<file path="config.mk">
export PLATFORM = sky130hd
export DESIGN_NAME = debounce_ctrl
export DESIGN_NICKNAME = d
export VERILOG_FILES = /design/src/rtl/debounce_ctrl.sv
export SDC_FILE = /design/constraint.sdc
export NUM_CORES = 1
export LEC_CHECK = 0
export BUFFER_PORTS_ARGS = -buffer_cell sky130_fd_sc_hd__buf_4
export CAP_MARGIN = 20
export CORE_MARGIN = 2
export CORE_UTILIZATION = 40
export DETAILED_ROUTE_END_ITERATION = 6
export SYNTH_ARGS = -nofsm -noshare
export SYNTH_HDL_FRONTEND = slang
export SYNTH_SLANG_ARGS = --single-unit
export TNS_END_PERCENT = 1
</file>
<file path="constraint.sdc">
create_clock -name clk -period 1.4 [get_ports clk]
set_input_delay 0.21 -clock clk [delete_from_list [all_inputs] [get_ports clk]]
set_output_delay 0.21 -clock clk [all_outputs]
set_load 0.03 [all_outputs]
</file>
<file path="src/rtl/debounce_ctrl.sv">
// Debounce control: synchronises a bouncy input and sequences an external timer
// to produce a clean level, edge strobes and a saturating glitch count.
module debounce_ctrl #(
  parameter int SYNC_STAGES = 2,
  parameter bit INIT_LEVEL  = 1'b0,
  parameter int GLITCH_W    = 8
) (
  input  logic                clk,
  input  logic                rst_n,
  input  logic                raw_in,
  input  logic                timer_done,
  output logic                timer_en,
  output logic                db_out,
  output logic                rise_pulse,
  output logic                fall_pulse,
  output logic [GLITCH_W-1:0] glitch_cnt
);

  typedef enum logic [1:0] {
    STABLE_LOW  = 2'b00,
    WAIT_HIGH   = 2'b01,
    STABLE_HIGH = 2'b10,
    WAIT_LOW    = 2'b11
  } state_t;

  localparam state_t              RESET_STATE = INIT_LEVEL ? STABLE_HIGH : STABLE_LOW;
  localparam logic [GLITCH_W-1:0] GLITCH_MAX  = '1;

  function automatic logic [GLITCH_W-1:0] sat_inc(input logic [GLITCH_W-1:0] v);
    return (v == GLITCH_MAX) ? v : v + 1'b1;
  endfunction

  logic [SYNC_STAGES-1:0] sync_p0;
  logic                   s_in;
  state_t                 state;
  state_t                 state_nxt;
  logic                   glitch_hit;
  logic                   rise_nxt;
  logic                   fall_nxt;
  logic                   db_nxt;

  // Stage p0: metastability synchroniser; raw_in is used nowhere else
  always_ff @(posedge clk or negedge rst_n) begin
    if (!rst_n) begin
      sync_p0 <= {SYNC_STAGES{INIT_LEVEL}};
    end else begin
      sync_p0 <= {sync_p0[SYNC_STAGES-2:0], raw_in};
    end
  end

  assign s_in = sync_p0[SYNC_STAGES-1];

  // Stage p1: state register and registered outputs
  always_ff @(posedge clk or negedge rst_n) begin
    if (!rst_n) begin
      state      <= RESET_STATE;
      db_out     <= INIT_LEVEL;
      rise_pulse <= 1'b0;
      fall_pulse <= 1'b0;
      glitch_cnt <= '0;
    end else begin
      state      <= state_nxt;
      db_out     <= db_nxt;
      rise_pulse <= rise_nxt;
      fall_pulse <= fall_nxt;
      if (glitch_hit) begin
        glitch_cnt <= sat_inc(glitch_cnt);
      end
    end
  end

  // A level mismatch always wins over timer_done so an aborted wait never strobes
  always_comb begin
    state_nxt  = state;
    glitch_hit = 1'b0;
    rise_nxt   = 1'b0;
    fall_nxt   = 1'b0;
    case (state)
      STABLE_LOW: begin
        if (s_in) state_nxt = WAIT_HIGH;
      end
      WAIT_HIGH: begin
        if (!s_in) begin
          state_nxt  = STABLE_LOW;
          glitch_hit = 1'b1;
        end else if (timer_done) begin
          state_nxt = STABLE_HIGH;
          rise_nxt  = 1'b1;
        end
      end
      STABLE_HIGH: begin
        if (!s_in) state_nxt = WAIT_LOW;
      end
      WAIT_LOW: begin
        if (s_in) begin
          state_nxt  = STABLE_HIGH;
          glitch_hit = 1'b1;
        end else if (timer_done) begin
          state_nxt = STABLE_LOW;
          fall_nxt  = 1'b1;
        end
      end
      default: state_nxt = RESET_STATE;
    endcase
  end

  always_comb begin
    db_nxt = db_out;
    if (rise_nxt) db_nxt = 1'b1;
    if (fall_nxt) db_nxt = 1'b0;
  end

  // Moore decode so the timer clears in the same cycle a wait is left
  assign timer_en = (state == WAIT_HIGH) || (state == WAIT_LOW);

endmodule

</file>
### Word-level counts from Yosys, hierarchy flattened

Cells that the tools add are included.

* register bits: 15
* bits in latches: 0
* RAM bits: 0
* ROM bits: 0
* output and inout port bits: 12
* logic and storage cells: 38
* memories kept: 0

* add/sub/neg operators: 1
* multiply operators: 0
* div/mod/pow operators: 0
* magnitude comparators: 0
* equal/unequal tests: 8
* shift-type cells: 0
* mux-type cells: 17
* bitwise operators: 1
* reduce and logical (&&, ||, !) cells: 5

Operators with widths (count)
* 2-bit 2-to-1 mux: 6
* 1-bit 2-to-1 mux: 9
* 8-bit by 1-bit adder with 8-bit output, second input constant: 1
* 8-bit equality test, second input constant: 1
* 2-bit one-hot mux with 4 select lines: 1
* 3-bit != test, second input constant: 2
* 2-bit equality test, second input constant: 2
* 2-bit != test, second input constant: 2
* 4-bit AND reduction: 1
* 2-bit by 1-bit equality test with 1-bit output, second input constant: 1
* 2-bit logical NOT: 1
* 1-bit one-hot mux with 2 select lines: 1
* 2-bit AND reduction: 1
* 2-bit nonzero test: 1
* 1-bit logical OR: 1
* 1-bit inverter: 1

### Longest topological paths before layout

* word-level depth: 5
* mapped depth: 5
* depth with buffers taken out: 5

### Worst setup path before layout

OpenSTA, ideal clock, no wires.

* path type: reg2reg
* from: register glitch_cnt[0]
* to: register glitch_cnt[1]
* setup time: 0.125 ns
* arrival: 1.542 ns
* required time: 1.275 ns
* slack: -0.267 ns
* stages on the path, launching flop included: 6
* path through: dfrtp_1 > ha_1 > nand3_1 > nand2b_1 > nand2_2 > mux2_4

* cells in the longest elaborated chain, start to end: 3

Ends and longest elaborated chain
* start, declared: RTL line 16 `output logic [GLITCH_W-1:0] glitch_cnt`
* start signal, assigned: RTL line 67 `glitch_cnt <= sat_inc(glitch_cnt);`
* branches (longest 3 deep; another with 8-bit by 1-bit adder with 8-bit output)

Several ways; the timed one is not identified.
A chain may end at the register's enable or synchronous reset.

### Final worst setup path

* from: register glitch_cnt[1]
* to: register glitch_cnt[1]

Same word-level chain as after synthesis.

==> results.py <==
metrics = {
    "status": {
        "outcome": "finished clean",
    },
    "layout": {
        "layout_commonest_cell": "buf_4",
        "final_nets": 89,
        "layout.cells.most_common_list": "buf_4 (21), dfrtp_1 (10), nand2_1 (8), dfrtp_2 (5)",
        "number_of_inserted_diodes": 0,
        "flow.area_growth_from_synthesis_pct": 37.4,
        "final_layout_size_suffix_gt1_share_pct": 49.4,
        "postLayoutCoreUtil_pct": 60.6,
    },
    "critical_path": {
        "kind_of_critical_path": "flip-flop to flip-flop",
        "crit_fanout": 4,
        "timing.critical_path.required_ps": 1570,
        "origin_of_the_critical_flop_to_flop_path": "glitch_cnt[1]$_DFFE_PN0P_",
        "arrival_ps": 1520,
        "endpoint_kind": "flip-flop",
        "regToRegSetupSlack_ps": 50,
        "reg2regPathDepth": 5,
        "worstReg2RegEnd": "glitch_cnt[1]$_DFFE_PN0P_",
        "setup.worst_path.start_class": "flip-flop",
    },
    "worst_hold_path": {
        "whs_endpoint": "sync_p0[0]$_DFF_PN0_",
        "holdPathStages": 1,
        "hold_path.class": "input pin to flip-flop",
        "hold_path_startpoint": "raw_in",
    },
    "place": {
        "pre_cts_ws_ps": -12.3,
        "buffer_ports.inserted": 15,
        "dp_hpwl_um": 907,
        "routability_cong": 0.746,
    },
    "clock_network": {
        "clock_tree.htree_level_count": 1,
        "cts_made_buffers": 3,
        "clock-root-buffer": "clkbuf_4",
        "clock_tree.buffer_depth": 2,
        "clk_lat_worst_skew_ps": 280,
        "clk_transition_reported_paths_ps": 90,
        "cts_num_sinks": 15,
        "tritoncts": "built",
    },
    "synth": {
        "yosys_warnings": 0,
        "seq_area_frac_synth_pct": 55.2,
        "synth.area.mux_share_pct": 6.08,
        "synth.net_count": 64,
        "synth_top_family_by_area": "simple AND/OR/NAND/NOR gates",
        "xor_and_xnor_area_share_after_synthesis_pct": 7.55,
        "ys_types": 26,
        "netlist_instances": 59,
        "synthAdderAreaFrac_pct": 1.84,
        "compound_gate_portion_of_the_synthesized_area_pct": 7.00,
        "syn_area_um2": 679,
        "synth_simple_gate_area_share_pct": 19.9,
        "synth.ff_latch_count": 15,
        "post_synth.cell_area_avg_um2": 11.5,
    },
    "run": {
        "cap_violations": 0,
    },
    "sta": {
        "max_clock_freq_ghz": 0.742,
        "setup_viol": 0,
        "finalWorstPathRequiredPeriod_ps": 1350,
        "post-route-worst-setup-slack_ps": 51.5,
        "timing.max_slew.rel_slack_pct": 81.5,
        "grt_setup_unrepaired": "true",
        "final.setup_skew_ps": 0.503,
        "transition_at_the_pin_with_the_smallest_max_transition_slack_ps": 274,
        "maxSlewViolCount": 0,
        "timing.final.crit_share_pct": 96.3,
        "finalHoldViolations": 0,
    },
    "floorplanning": {
        "die_y_um": 45.2,
        "design.core.area_um2": 1540,
        "initial_utilization_pct": 44.1,
        "fp.dieW_um": 45.2,
        "placement_rows": 14,
        "floorplan.io_pins": 16,
        "die-area_um2": 2040,
    },
    "drt": {
        "detail_route.iter0.violations": 5,
        "first_pass_iters": 4,
        "postRouteWirelength_um": 1210,
        "vias": 507,
        "viasPerCell": 5.12,
        "detail_route.wl_per_cell_um": 12.2,
        "drc": 0,
        "antenna_violating_nets_post_route": 0,
    },
    "power_and_ir_drop": {
        "vdd_ir_drop_max_mv": 1.35,
        "power-per-cell-area_nw_per_um2": 2110,
        "cellLeakagePower_nw": 0.429,
    },
    "global_routing": {
        "grt_most_used_layer": "met2",
        "first_pass_grt_wire_length_um": 2080,
        "grt_max_degree": 16,
        "globalRoute.totalOverflow": 0,
        "number_of_global_route_vias_before_repair": 480,
        "antenna_found_initial": 0,
        "groute.usage.overall_pct": 14.6,
        "grt_util_met3_pct": 3.60,
        "gr-usage-met2_pct": 21.1,
        "grt_met1_usage_pct": 19.5,
    },
}
## critical path, cell delays in order (launching register included)
cell      delay [ps]
dfrtp_2          450
ha_4             190
nand3_4          100
nand2b_4         150
nand2_4           50
mux2_4           290
## where the power goes
part           switching (mW)  leakage [nW]  internal [mW]
sequential              0.193         0.181          0.574
clock                   0.143        0.0177          0.106
combinational           0.494         0.230          0.461
## layout make-up
| type | count | area, µm² |
|---|---|---|
| clock buffer | 3 | 22.5 |
| clock inverter | 1 | 5.00 |
| fill | 138 | 608 |
| multi-input combinational | 42 | 337 |
| sequential | 15 | 382 |
| tap | 16 | 20.0 |
| timing repair buffer | 22 | 168 |
## per-stage QoR
step	TNS, ps	instance area (µm²)	total power [mW]	hold slack, ps	cells
6_report	0	933	1.97	29.6	99
5_1_grt	-32.2	933	2.11	9.58	99
4_1_cts	0	913	1.95	22.1	98
3_5_place_dp	-12.3	876	1.70	74.6	93
3_3_place_gp	0	876	1.68	75.5	93
2_1_floorplan	-3.81	722	1.35	-85.6	59
## kinds of logic after synthesis
group,count (synthesis)
simple gates,25
flops,15
compound gates,8
xor+xnor,5
mux,3
buf+inv,2
fa+ha+maj,1
## metal layers
metal,wire [µm],share of wire [%]
met1,583,48
met2,552,46
met3,55,4.5
met4,18,1.5
met5,0,0
## registers in the layout, summed over array words and instances, names as in the netlist, named ones only
register and cells:
glitch_cnt 8, sync_p0 2, state 1, db_out 1, rise_pulse 1, fall_pulse 1
## worst max-delay path by stage
stage                              start                         to  slack, ps
2_1_floorplan  glitch_cnt[0]$_DFFE_PN0P_  glitch_cnt[1]$_DFFE_PN0P_         -4
3_3_place_gp                   flip-flop  glitch_cnt[7]$_DFFE_PN0P_         20
3_5_place_dp                   flip-flop  glitch_cnt[7]$_DFFE_PN0P_        -10
4_1_cts                        flip-flop  glitch_cnt[6]$_DFFE_PN0P_         10
5_1_grt        glitch_cnt[1]$_DFFE_PN0P_  glitch_cnt[1]$_DFFE_PN0P_        -20
6_report       glitch_cnt[1]$_DFFE_PN0P_  glitch_cnt[1]$_DFFE_PN0P_         50
## Yosys cell counts
master,n,area [µm²]
and2_4,1,8.76
nand4_1,2,12.5
mux2_1,1,11.3
a31oi_1,1,6.26
a211oi_1,1,7.51
and4_1,1,8.76
nand2_1,8,30.0
ha_1,1,12.5
a41oi_1,1,8.76
xnor2_1,3,26.3
a21oi_1,3,15.0
nor3b_1,1,7.51
nand2b_1,2,12.5
buf_6,1,11.3
xor2_1,1,8.76
nand2_2,2,12.5
nor3_2,1,10.0
nor4_1,1,6.26
nor2_1,3,11.3
buf_2,1,5.00
nor3_1,1,5.00
mux2_4,2,30.0
o21ai_0,2,10.0
xnor2_2,1,16.3
nand3_1,2,10.0
dfrtp_1,15,375
## timing repair
item,in CTS,in global routing
pin swaps,1,3
hold buffers,1,0
gates cloned,0,0
endpoints found under the setup margin,1,4
setup buffers,0,1
gates resized for setup,0,3
hold endpoints to repair,15,0
Note: power is estimated with default switching activity, not from simulation.
